`src/rtl/voq_request_gen_if.sv`:
```
// Request-generator bus: cell arrivals, drop notices, round launch with the
// frozen priority matrix, and the decision return from the scheduler.
//   master: the request generator (drives drops, start, matrix, status)
//   slave : the environment (drives arrivals and decisions)
interface voq_request_gen_if #(
  parameter int unsigned N = 4,
  parameter int unsigned P = 16
);
  localparam int unsigned PW = $clog2(P);
  localparam int unsigned DW = $clog2(N);

  logic [N-1:0]      arr_valid;
  logic [N*DW-1:0]   arr_dst;
  logic [N*PW-1:0]   arr_pri;
  logic [N-1:0]      arr_drop;
  logic              sched_start;
  logic [N*N*PW-1:0] pri_req_out;
  logic              dec_valid;
  logic [N*N-1:0]    decision;
  logic              busy;
  logic              err_timeout;
  logic              err_spurious;

  modport master (
    input  arr_valid, arr_dst, arr_pri, dec_valid, decision,
    output arr_drop, sched_start, pri_req_out, busy, err_timeout, err_spurious
  );

  modport slave (
    output arr_valid, arr_dst, arr_pri, dec_valid, decision,
    input  arr_drop, sched_start, pri_req_out, busy, err_timeout, err_spurious
  );
endinterface

```
`src/rtl/voq_request_gen.sv`:
```
// VOQ request generator for an NxN priority crossbar scheduler.
// Tracks per-(input,output) cell counts and aging priorities, launches a
// scheduling round with a frozen priority snapshot, and dequeues the cells
// granted by the returned decision matrix.
// Ports:
//   clk   - single rising-edge clock
//   reset - synchronous, active-high
//   bus   - master side of voq_request_gen_if (arrivals/drops, round launch,
//           decision return, busy and sticky error flags)
module voq_request_gen #(
  parameter int unsigned N          = 4,
  parameter int unsigned P          = 16,
  parameter int unsigned DEPTH      = 15,
  parameter int unsigned AGE_PERIOD = 64,
  parameter int unsigned TIMEOUT    = 32
) (
  input  logic              clk,
  input  logic              reset,
  voq_request_gen_if.master bus
);
  localparam int unsigned PW = $clog2(P);
  localparam int unsigned DW = $clog2(N);
  localparam int unsigned CW = $clog2(DEPTH + 1);
  localparam int unsigned AW = $clog2(AGE_PERIOD);
  localparam int unsigned TW = $clog2(TIMEOUT + 1);
  localparam int unsigned SW = N * N * PW;

  typedef enum logic {IDLE = 1'b0, WAIT = 1'b1} state_t;

  state_t        state_q, state_d;
  logic [CW-1:0] cnt_q [N][N];
  logic [CW-1:0] cnt_d [N][N];
  logic [PW-1:0] pri_q [N][N];
  logic [PW-1:0] pri_d [N][N];
  logic [SW-1:0] snap_q, snap_d;
  logic [AW-1:0] age_q;
  logic [TW-1:0] wait_q, wait_d;
  logic          start_q, start_d;
  logic [N-1:0]  drop_q, drop_d;
  logic          err_t_q, err_t_d;
  logic          err_s_q, err_s_d;
  logic          dec_take, age_tick, any_nonempty, spur_hit;

  // Scratch values for the per-VOQ update
  logic [CW-1:0] c;
  logic [PW-1:0] p;
  logic [PW-1:0] apri;
  logic          svc, hit;

  // Global flags: aging tick, any queued cell, decision bits naming empty VOQs
  always_comb begin
    age_tick     = (age_q == AW'(AGE_PERIOD - 1));
    any_nonempty = 1'b0;
    spur_hit     = 1'b0;
    for (int i = 0; i < N; i++) begin
      for (int j = 0; j < N; j++) begin
        if (cnt_q[i][j] != '0) any_nonempty = 1'b1;
        if (bus.decision[j*N+i] && (snap_q[(i*N+j)*PW +: PW] == '0)) spur_hit = 1'b1;
      end
    end
  end

  // Round FSM: next state, snapshot capture, wait counter, error flags
  always_comb begin
    state_d  = state_q;
    start_d  = 1'b0;
    wait_d   = wait_q;
    snap_d   = snap_q;
    err_t_d  = err_t_q;
    err_s_d  = err_s_q;
    dec_take = 1'b0;
    case (state_q)
      IDLE: begin
        if (any_nonempty) begin
          state_d = WAIT;
          start_d = 1'b1;
          wait_d  = '0;
          for (int i = 0; i < N; i++) begin
            for (int j = 0; j < N; j++) begin
              snap_d[(i*N+j)*PW +: PW] = pri_q[i][j];
            end
          end
        end
      end
      WAIT: begin
        if (bus.dec_valid) begin
          dec_take = 1'b1;
          state_d  = IDLE;
          if (spur_hit) err_s_d = 1'b1;
        end else if (wait_q == TW'(TIMEOUT - 1)) begin
          state_d = IDLE;
          err_t_d = 1'b1;
        end else begin
          wait_d = wait_q + TW'(1);
        end
      end
      default: state_d = IDLE;
    endcase
  end

  // VOQ update, applied as service, then aging, then arrival merge
  always_comb begin
    cnt_d  = cnt_q;
    pri_d  = pri_q;
    drop_d = '0;
    c      = '0;
    p      = '0;
    apri   = '0;
    svc    = 1'b0;
    hit    = 1'b0;
    for (int i = 0; i < N; i++) begin
      apri = bus.arr_pri[i*PW +: PW];
      if (apri == '0) apri = PW'(1);
      for (int j = 0; j < N; j++) begin
        c   = cnt_q[i][j];
        p   = pri_q[i][j];
        svc = dec_take && bus.decision[j*N+i] && (snap_q[(i*N+j)*PW +: PW] != '0);
        hit = bus.arr_valid[i] && (bus.arr_dst[i*DW +: DW] == DW'(j));
        if (svc) begin
          c = c - CW'(1);
          p = (c == '0) ? '0 : PW'(1);
        end else if (age_tick && (c != '0) && (p != PW'(P - 1))) begin
          p = p + PW'(1);
        end
        if (hit) begin
          if (c < CW'(DEPTH)) begin
            c = c + CW'(1);
            if (apri > p) p = apri;
          end else begin
            drop_d[i] = 1'b1;
          end
        end
        cnt_d[i][j] = c;
        pri_d[i][j] = p;
      end
    end
  end

  // State and datapath registers
  always_ff @(posedge clk) begin
    if (reset) begin
      state_q <= IDLE;
      snap_q  <= '0;
      age_q   <= '0;
      wait_q  <= '0;
      start_q <= 1'b0;
      drop_q  <= '0;
      err_t_q <= 1'b0;
      err_s_q <= 1'b0;
      for (int i = 0; i < N; i++) begin
        for (int j = 0; j < N; j++) begin
          cnt_q[i][j] <= '0;
          pri_q[i][j] <= '0;
        end
      end
    end else begin
      state_q <= state_d;
      snap_q  <= snap_d;
      age_q   <= age_tick ? '0 : age_q + AW'(1);
      wait_q  <= wait_d;
      start_q <= start_d;
      drop_q  <= drop_d;
      err_t_q <= err_t_d;
      err_s_q <= err_s_d;
      cnt_q   <= cnt_d;
      pri_q   <= pri_d;
    end
  end

  assign bus.arr_drop     = drop_q;
  assign bus.sched_start  = start_q;
  assign bus.pri_req_out  = snap_q;
  assign bus.busy         = (state_q == WAIT);
  assign bus.err_timeout  = err_t_q;
  assign bus.err_spurious = err_s_q;
endmodule

```
`src/flat_wrapper.sv`:
```
// flat-port wrapper written by rule: the top's interface ports become plain ports
module voq_request_gen_flat 
#(
  parameter int unsigned N          = 4,
  parameter int unsigned P          = 16,
  parameter int unsigned DEPTH      = 15,
  parameter int unsigned AGE_PERIOD = 64,
  parameter int unsigned TIMEOUT    = 32
)
  (clk, reset, bus_arr_valid, bus_arr_dst, bus_arr_pri, bus_dec_valid, bus_decision, bus_arr_drop, bus_sched_start, bus_pri_req_out, bus_busy, bus_err_timeout, bus_err_spurious);
  voq_request_gen_if #(.N(N), .P(P)) bus_i ();
  input  logic clk;
  input  logic reset;
  input wire logic [$bits(bus_i.arr_valid)-1:0] bus_arr_valid;
  input wire logic [$bits(bus_i.arr_dst)-1:0] bus_arr_dst;
  input wire logic [$bits(bus_i.arr_pri)-1:0] bus_arr_pri;
  input wire logic [$bits(bus_i.dec_valid)-1:0] bus_dec_valid;
  input wire logic [$bits(bus_i.decision)-1:0] bus_decision;
  output wire logic [$bits(bus_i.arr_drop)-1:0] bus_arr_drop;
  output wire logic [$bits(bus_i.sched_start)-1:0] bus_sched_start;
  output wire logic [$bits(bus_i.pri_req_out)-1:0] bus_pri_req_out;
  output wire logic [$bits(bus_i.busy)-1:0] bus_busy;
  output wire logic [$bits(bus_i.err_timeout)-1:0] bus_err_timeout;
  output wire logic [$bits(bus_i.err_spurious)-1:0] bus_err_spurious;
  assign bus_i.arr_valid = bus_arr_valid;
  assign bus_i.arr_dst = bus_arr_dst;
  assign bus_i.arr_pri = bus_arr_pri;
  assign bus_i.dec_valid = bus_dec_valid;
  assign bus_i.decision = bus_decision;
  assign bus_arr_drop = bus_i.arr_drop;
  assign bus_sched_start = bus_i.sched_start;
  assign bus_pri_req_out = bus_i.pri_req_out;
  assign bus_busy = bus_i.busy;
  assign bus_err_timeout = bus_i.err_timeout;
  assign bus_err_spurious = bus_i.err_spurious;
  voq_request_gen #(.N(N), .P(P), .DEPTH(DEPTH), .AGE_PERIOD(AGE_PERIOD), .TIMEOUT(TIMEOUT)) u_core (.clk(clk), .reset(reset), .bus(bus_i));
endmodule
```
`config.mk`:
```
export PLATFORM = sky130hd
export DESIGN_NAME = voq_request_gen_flat
export DESIGN_NICKNAME = d
export VERILOG_FILES = /design/src/rtl/voq_request_gen_if.sv /design/src/rtl/voq_request_gen.sv /design/src/flat_wrapper.sv
export SDC_FILE = /design/constraint.sdc
export NUM_CORES = 1
export LEC_CHECK = 0
export CORE_MARGIN = 2
export CORE_UTILIZATION = 30
export DETAILED_ROUTE_END_ITERATION = 8
export SLEW_MARGIN = 20
export SYNTH_ARGS = -nofsm -noshare
export SYNTH_HDL_FRONTEND = slang
export SYNTH_SLANG_ARGS = --single-unit
```
`constraint.sdc`:
```
create_clock -name clk -period 10.8 [get_ports clk]
set_clock_uncertainty 0.05 [all_clocks]
set_input_delay 2.16 -clock clk [delete_from_list [all_inputs] [get_ports clk]]
set_output_delay 2.16 -clock clk [all_outputs]
set_load 0.01 [all_outputs]
```
## Word-level counts from Yosys, hierarchy flattened

Index checks and enable logic that the tools add are counted.

- Register bits: 212
- Latch bits: 0
- RAM bits: 0
- Memory bits (read-only): 0
- Output and inout bits: 72
- Memories kept: 0

- $add $sub $neg: 50
- Multipliers: 0
- Div/mod/pow operators: 0
- $lt $le $gt $ge: 32
- Eq/ne operators: 33
- Shift-type cells: 0
- Multiplexer cells: 222
- Bitwise gates (word level): 2
- Reductions and logical operators: 174

Operator list:

| cell | number |
|---|---|
| $mux W4 | 132 |
| $logic_not A4 Y1 | 36 |
| $add A4 B1 Y4 const B | 32 |
| $reduce_bool A4 Y1 | 32 |
| $logic_and A1 B1 Y1 | 96 |
| $mux W1 | 85 |
| $gt A4 B4 Y1 | 16 |
| $lt A4 B4 Y1 const B | 16 |
| $ne A4 B4 Y1 const B | 16 |
| $sub A4 B1 Y4 const B | 16 |
| $mux W6 | 3 |
| $eq A2 B2 Y1 const B | 8 |
| $add A6 B1 Y6 const B | 2 |
| $pmux W6 S2 | 1 |
| $reduce_and A3 Y1 | 3 |
| $eq A2 B1 Y1 const B | 4 |
| $logic_not A2 Y1 | 4 |
| $eq A6 B5 Y1 const B | 1 |
| $eq A6 B6 Y1 const B | 1 |
| $ne A2 B2 Y1 const B | 2 |
| $reduce_or A2 Y1 | 2 |
| $ne A2 B1 Y1 const B | 1 |
| $not A1 Y1 | 2 |
| $pmux W1 S2 | 1 |
| $reduce_and A2 Y1 | 1 |

## Logic depth before layout (Yosys ltp)

- Depth in word-level cells: 19
- Mapped depth: 17

## Least setup slack after synthesis

No wires, ideal clock.

- Path type: input port to flip-flop
- From: input port bus_dec_valid
- To: register u_core.pri_q[52] (netlist name)
- Arrival: 4.669 ns
- Slack: 5.967 ns
- Stages on the path: 16
- Path through: and2_1 > clkbuf_1 > buf_2 > buf_2 > nand3_1 > clkbuf_1 > nand2_1 > o21ai_0 > ha_1 > inv_1 > a211oi_1 > a211oi_1 > and2_0 > clkbuf_1 > a21oi_1 > o21a_1

- Cells in the longest elaborated chain, start to end: 9

Ends and longest elaborated chain:

| what | line | RTL |
|---|---|---|
| start: declaration | flat_wrapper.sv:17 | `input wire logic [$bits(bus_i.dec_valid)-1:0] bus_dec_valid;` |
| $mux W1 * | voq_request_gen.sv:86 | `if (bus.dec_valid) begin` |
| $mux W1 * | voq_request_gen.sv:72 | `case (state_q)` |
| $logic_and A1 B1 Y1 * (2 in series) | voq_request_gen.sv:117 | `svc = dec_take && bus.decision[j*N+i] && (snap_q[(i*N+j)*PW +: PW] != '0);` |
| $mux W4 | voq_request_gen.sv:119 | `if (svc) begin` |
| $gt A4 B4 Y1 | voq_request_gen.sv:128 | `if (apri > p) p = apri;` |
| $mux W4 | voq_request_gen.sv:128 |  |
| $mux W4 | voq_request_gen.sv:126 | `if (c < CW'(DEPTH)) begin` |
| $mux W4 * | voq_request_gen.sv:125 | `if (hit) begin` |
| end signal: assignment | voq_request_gen.sv:166 | `pri_q <= pri_d;` |
| end: declaration | voq_request_gen.sv:33 | `logic [PW-1:0] pri_q [N][N];` |

Every way passes the cells marked *; elsewhere a longest branch is shown, timed or not.
A chain may end at the register's enable or synchronous reset.

## Worst setup path after layout

- From: input port bus_dec_valid
- To: register u_core.pri_q[4] (netlist name)

Same word-level chain as after synthesis.

==> summary.txt <==
Global route
  • Aggregate global-route resource usage: around 17%
  • Largest net degree at the start of global routing: 71
  • Global route overflow: 0
  • Vias in the first global route: 13589
  • Initial antenna violation count: 3
  • First-pass GRT wire length: 71900 µm

Synthesis
  • Mapped Cells: a little under 2000
  • Syn Std Cell Area: 15200 µm²
  • Yosys reg bits: 212
  • Synth Area in XOR/XNOR: 6.46%
  • FFs w/ async S/R, synth: 0%
  • Post-synth EDFFs: 0
  • Multiplexer area fraction after synthesis: 5.00%
  • Largest family of logic cells by synthesized area: simple AND/OR/NAND/NOR gates
  • Compound-Gate Fraction of Synth Area: 16.5%
  • Simple-gate portion of the synthesized area: 28.1%
  • Yosys warning count: 0
  • Area contributors post-synth: dfxtp_1 28%, ha_1 11%, nand2_1 6.2%, a21oi_1 4.6%, xnor2_1 4.0%
  • Cell taking the most area after synthesis: dfxtp_1
  • Post-synth top flop: dfxtp_1
  • Share of the synthesized area in the top cell type: between 20% and 30%
  • Seq/Total Area, Yosys: between 20% and 30%
  • Synth unique cells: 69
  • Mean Syn Cell Area: 7.78 µm²
  • Synth Area in Adders: 10.7%
  • Syn nets: 2127

Final layout
  • Nets: roughly 2200
  • Commonest non-fill, non-tap cells in the layout: 251 x nand2_1, 212 x dfxtp_1, 140 x a21oi_1
  • Area growth from synthesis to layout: 17.1%
  • Most common cell after layout, fill and taps aside: nand2_1
  • Final Util: 35.5%
  • ANT cells: 0
  • Share of post-route cells with drive strength above 1: 6.46%

STA
  • Slew Limit Headroom: between 20% and 30%
  • Max Freq: 179 MHz
  • Final setup violation count: 0
  • Hold Fails Final Rpt: 0
  • Max Transition Viols Final: 0
  • Period minus WS final: 5.58 ns
  • Unrepaired setup endpoints after global routing: no
  • Fin worst setup slack: 5.22 ns
  • Final period util: 51.7%
  • Setup tns final: 0 ns
  • Slew at the pin closest to its max-slew limit: 1.05 ns
  • Min Hold Slack: 0.404 ns

Floorplan
  • Die Area: about 52000 µm²
  • Row count: 82
  • Die width: 229 µm
  • DIE HEIGHT: 229 µm
  • Boundary pin count: 119
  • Initial Utilization: 30.3%
  • Total core area: approximately 50000 µm²

Clock network
  • CTS Buf Count: 27
  • Post-CTS Resized: 0
  • Clk buf depth: 3
  • Hold_buf cts: 0
  • H-tree depth: 1
  • CTS clk-pin slew, worst paths: ~0.060 ns
  • Worst-Skew Late Latency: 0.57 ns
  • CTS root buf: clkbuf_16
  • Clock net sink count: 212
  • CTS tree: built
  • Setup Fix Bufs, Post-CTS: 0

Place
  • GP Congestion: 0.900
  • HPWL Detailed: 33700 µm
  • Place WS: 4.67 ns
  • Buffers added on ports: 118

Routing
  • DRT antenna net count: 0
  • DR vias: around 14000
  • Wire per inst: between 15 and 20 µm
  • TritonRoute pass-1 iters: 5
  • Via density: 5.39
  • # DRC: 0
  • DRT iter0 DRCs: 1070
  • Overall routed net length: ~45000 µm

Min path
  • Worst Hold Class: reg2reg
  • HP Start: u_core.bus.err_timeout

Power
  • Worst VDD drop: 105 µV
  • Power Total: 2.25 mW
  • Leakage: 6.68 nW
  • PwrDens: 127 nW/µm²

Critical path
  • Critical Path Source Type: input pin
  • Crit path DAT: 6.00 ns
  • Worst setup EP type: flip-flop
  • CP Max Fanout: 26
  • Worst setup path startpoint: bus_dec_valid
  • R2r startpoint: u_core.bus.busy
  • Crit path required time: approximately 11 ns
  • CP Class: in2reg

Status
  • Status: complete, no violations

Run
  • Max cap viols: 0
## path summary, 6_finish.rpt
path,to,slack (ns),depth (start not counted)
worst max-delay path,u_core.pri_q[4],5.22,13
worst min-delay path,u_core.bus.err_timeout,0.40,2
worst max register to register,u_core.pri_q[4],6.52,11
worst min register to register,u_core.bus.err_timeout,0.40,2
## final cells by class
type,count,area [µm²]
Tap cell,672,841
Inverter,77,289
Clock buffer,31,721
Multi-Input combinational cell,1543,10100
Clock inverter,18,255
Sequential cell,212,4240
Fill cell,5259,32300
Timing Repair Buffer,131,1280
## logic make-up (layout without fill, tap and decap cells)
kind of cell	count (synthesis)	in the layout
mux	74	74
flops	212	212
xor+xnor	112	112
fa+ha+maj	130	130
buf+inv	195	257
compound gates	395	395
simple gates	832	832
## flip-flops by register name (all words and copies together), names as in the netlist
signal                   count
u_core.bus.busy              1
u_core.age_q                 6
u_core.cnt_q                64
u_core.bus.err_spurious      1
u_core.wait_q                6
u_core.bus.arr_drop          4
u_core.bus.sched_start       1
u_core.bus.err_timeout       1
u_core.bus.pri_req_out      64
u_core.pri_q                64
## per-stage QoR
| stage | cell area, µm² | instances |
|---|---|---|
| after floorplan | 15200 | 1950 |
| after global placement | 16800 | 2635 |
| after detailed placement | 16800 | 2635 |
| after CTS | 17800 | 2684 |
| after global routing | 17800 | 2684 |
| final | 17800 | 2684 |
## cell usage after synthesis, types with 22 or more instances
master    number
nand2_1      251
dfxtp_1      212
a21oi_1      140
ha_1         130
nor2_1       126
nand3_1       96
clkbuf_1      95
inv_1         77
o21ai_0       71
xnor2_1       70
nor3_1        60
mux2i_1       59
nand4_1       53
xor2_1        42
and3_1        31
a211oi_1      28
a31oi_1       28
nor4_1        27
or3_1         26
nor3b_1       24
or2_2         23
o21a_1        22
## report_power, final
group	total, mW	leakage, nW	switching (mW)	internal [mW]
sequential	0.846	1.72	0.0382	0.808
combinational	0.396	4.47	0.252	0.143
clock	1.01	0.489	0.388	0.622
## worst max-delay path, stage by stage
cell and delay (ns):
clkdlybuf4s50_1 0.48, buf_4 0.25, and2_1 0.35, buf_4 0.40
nand3_1 0.42, nand2_1 0.17, o21ai_0 0.13, ha_1 0.26
nand3_1 0.09, a41oi_1 0.05, a211oi_1 0.51, o211ai_1 0.37
a31o_2 0.34
## layer usage
layer  GRT usage, %  share of wire [%]
met1           21.7                 46
met2           27.5                 46
met3           2.87                5.8
met4           6.39                3.2
met5              0              0.024
Power figures use the tool's default switching activity.
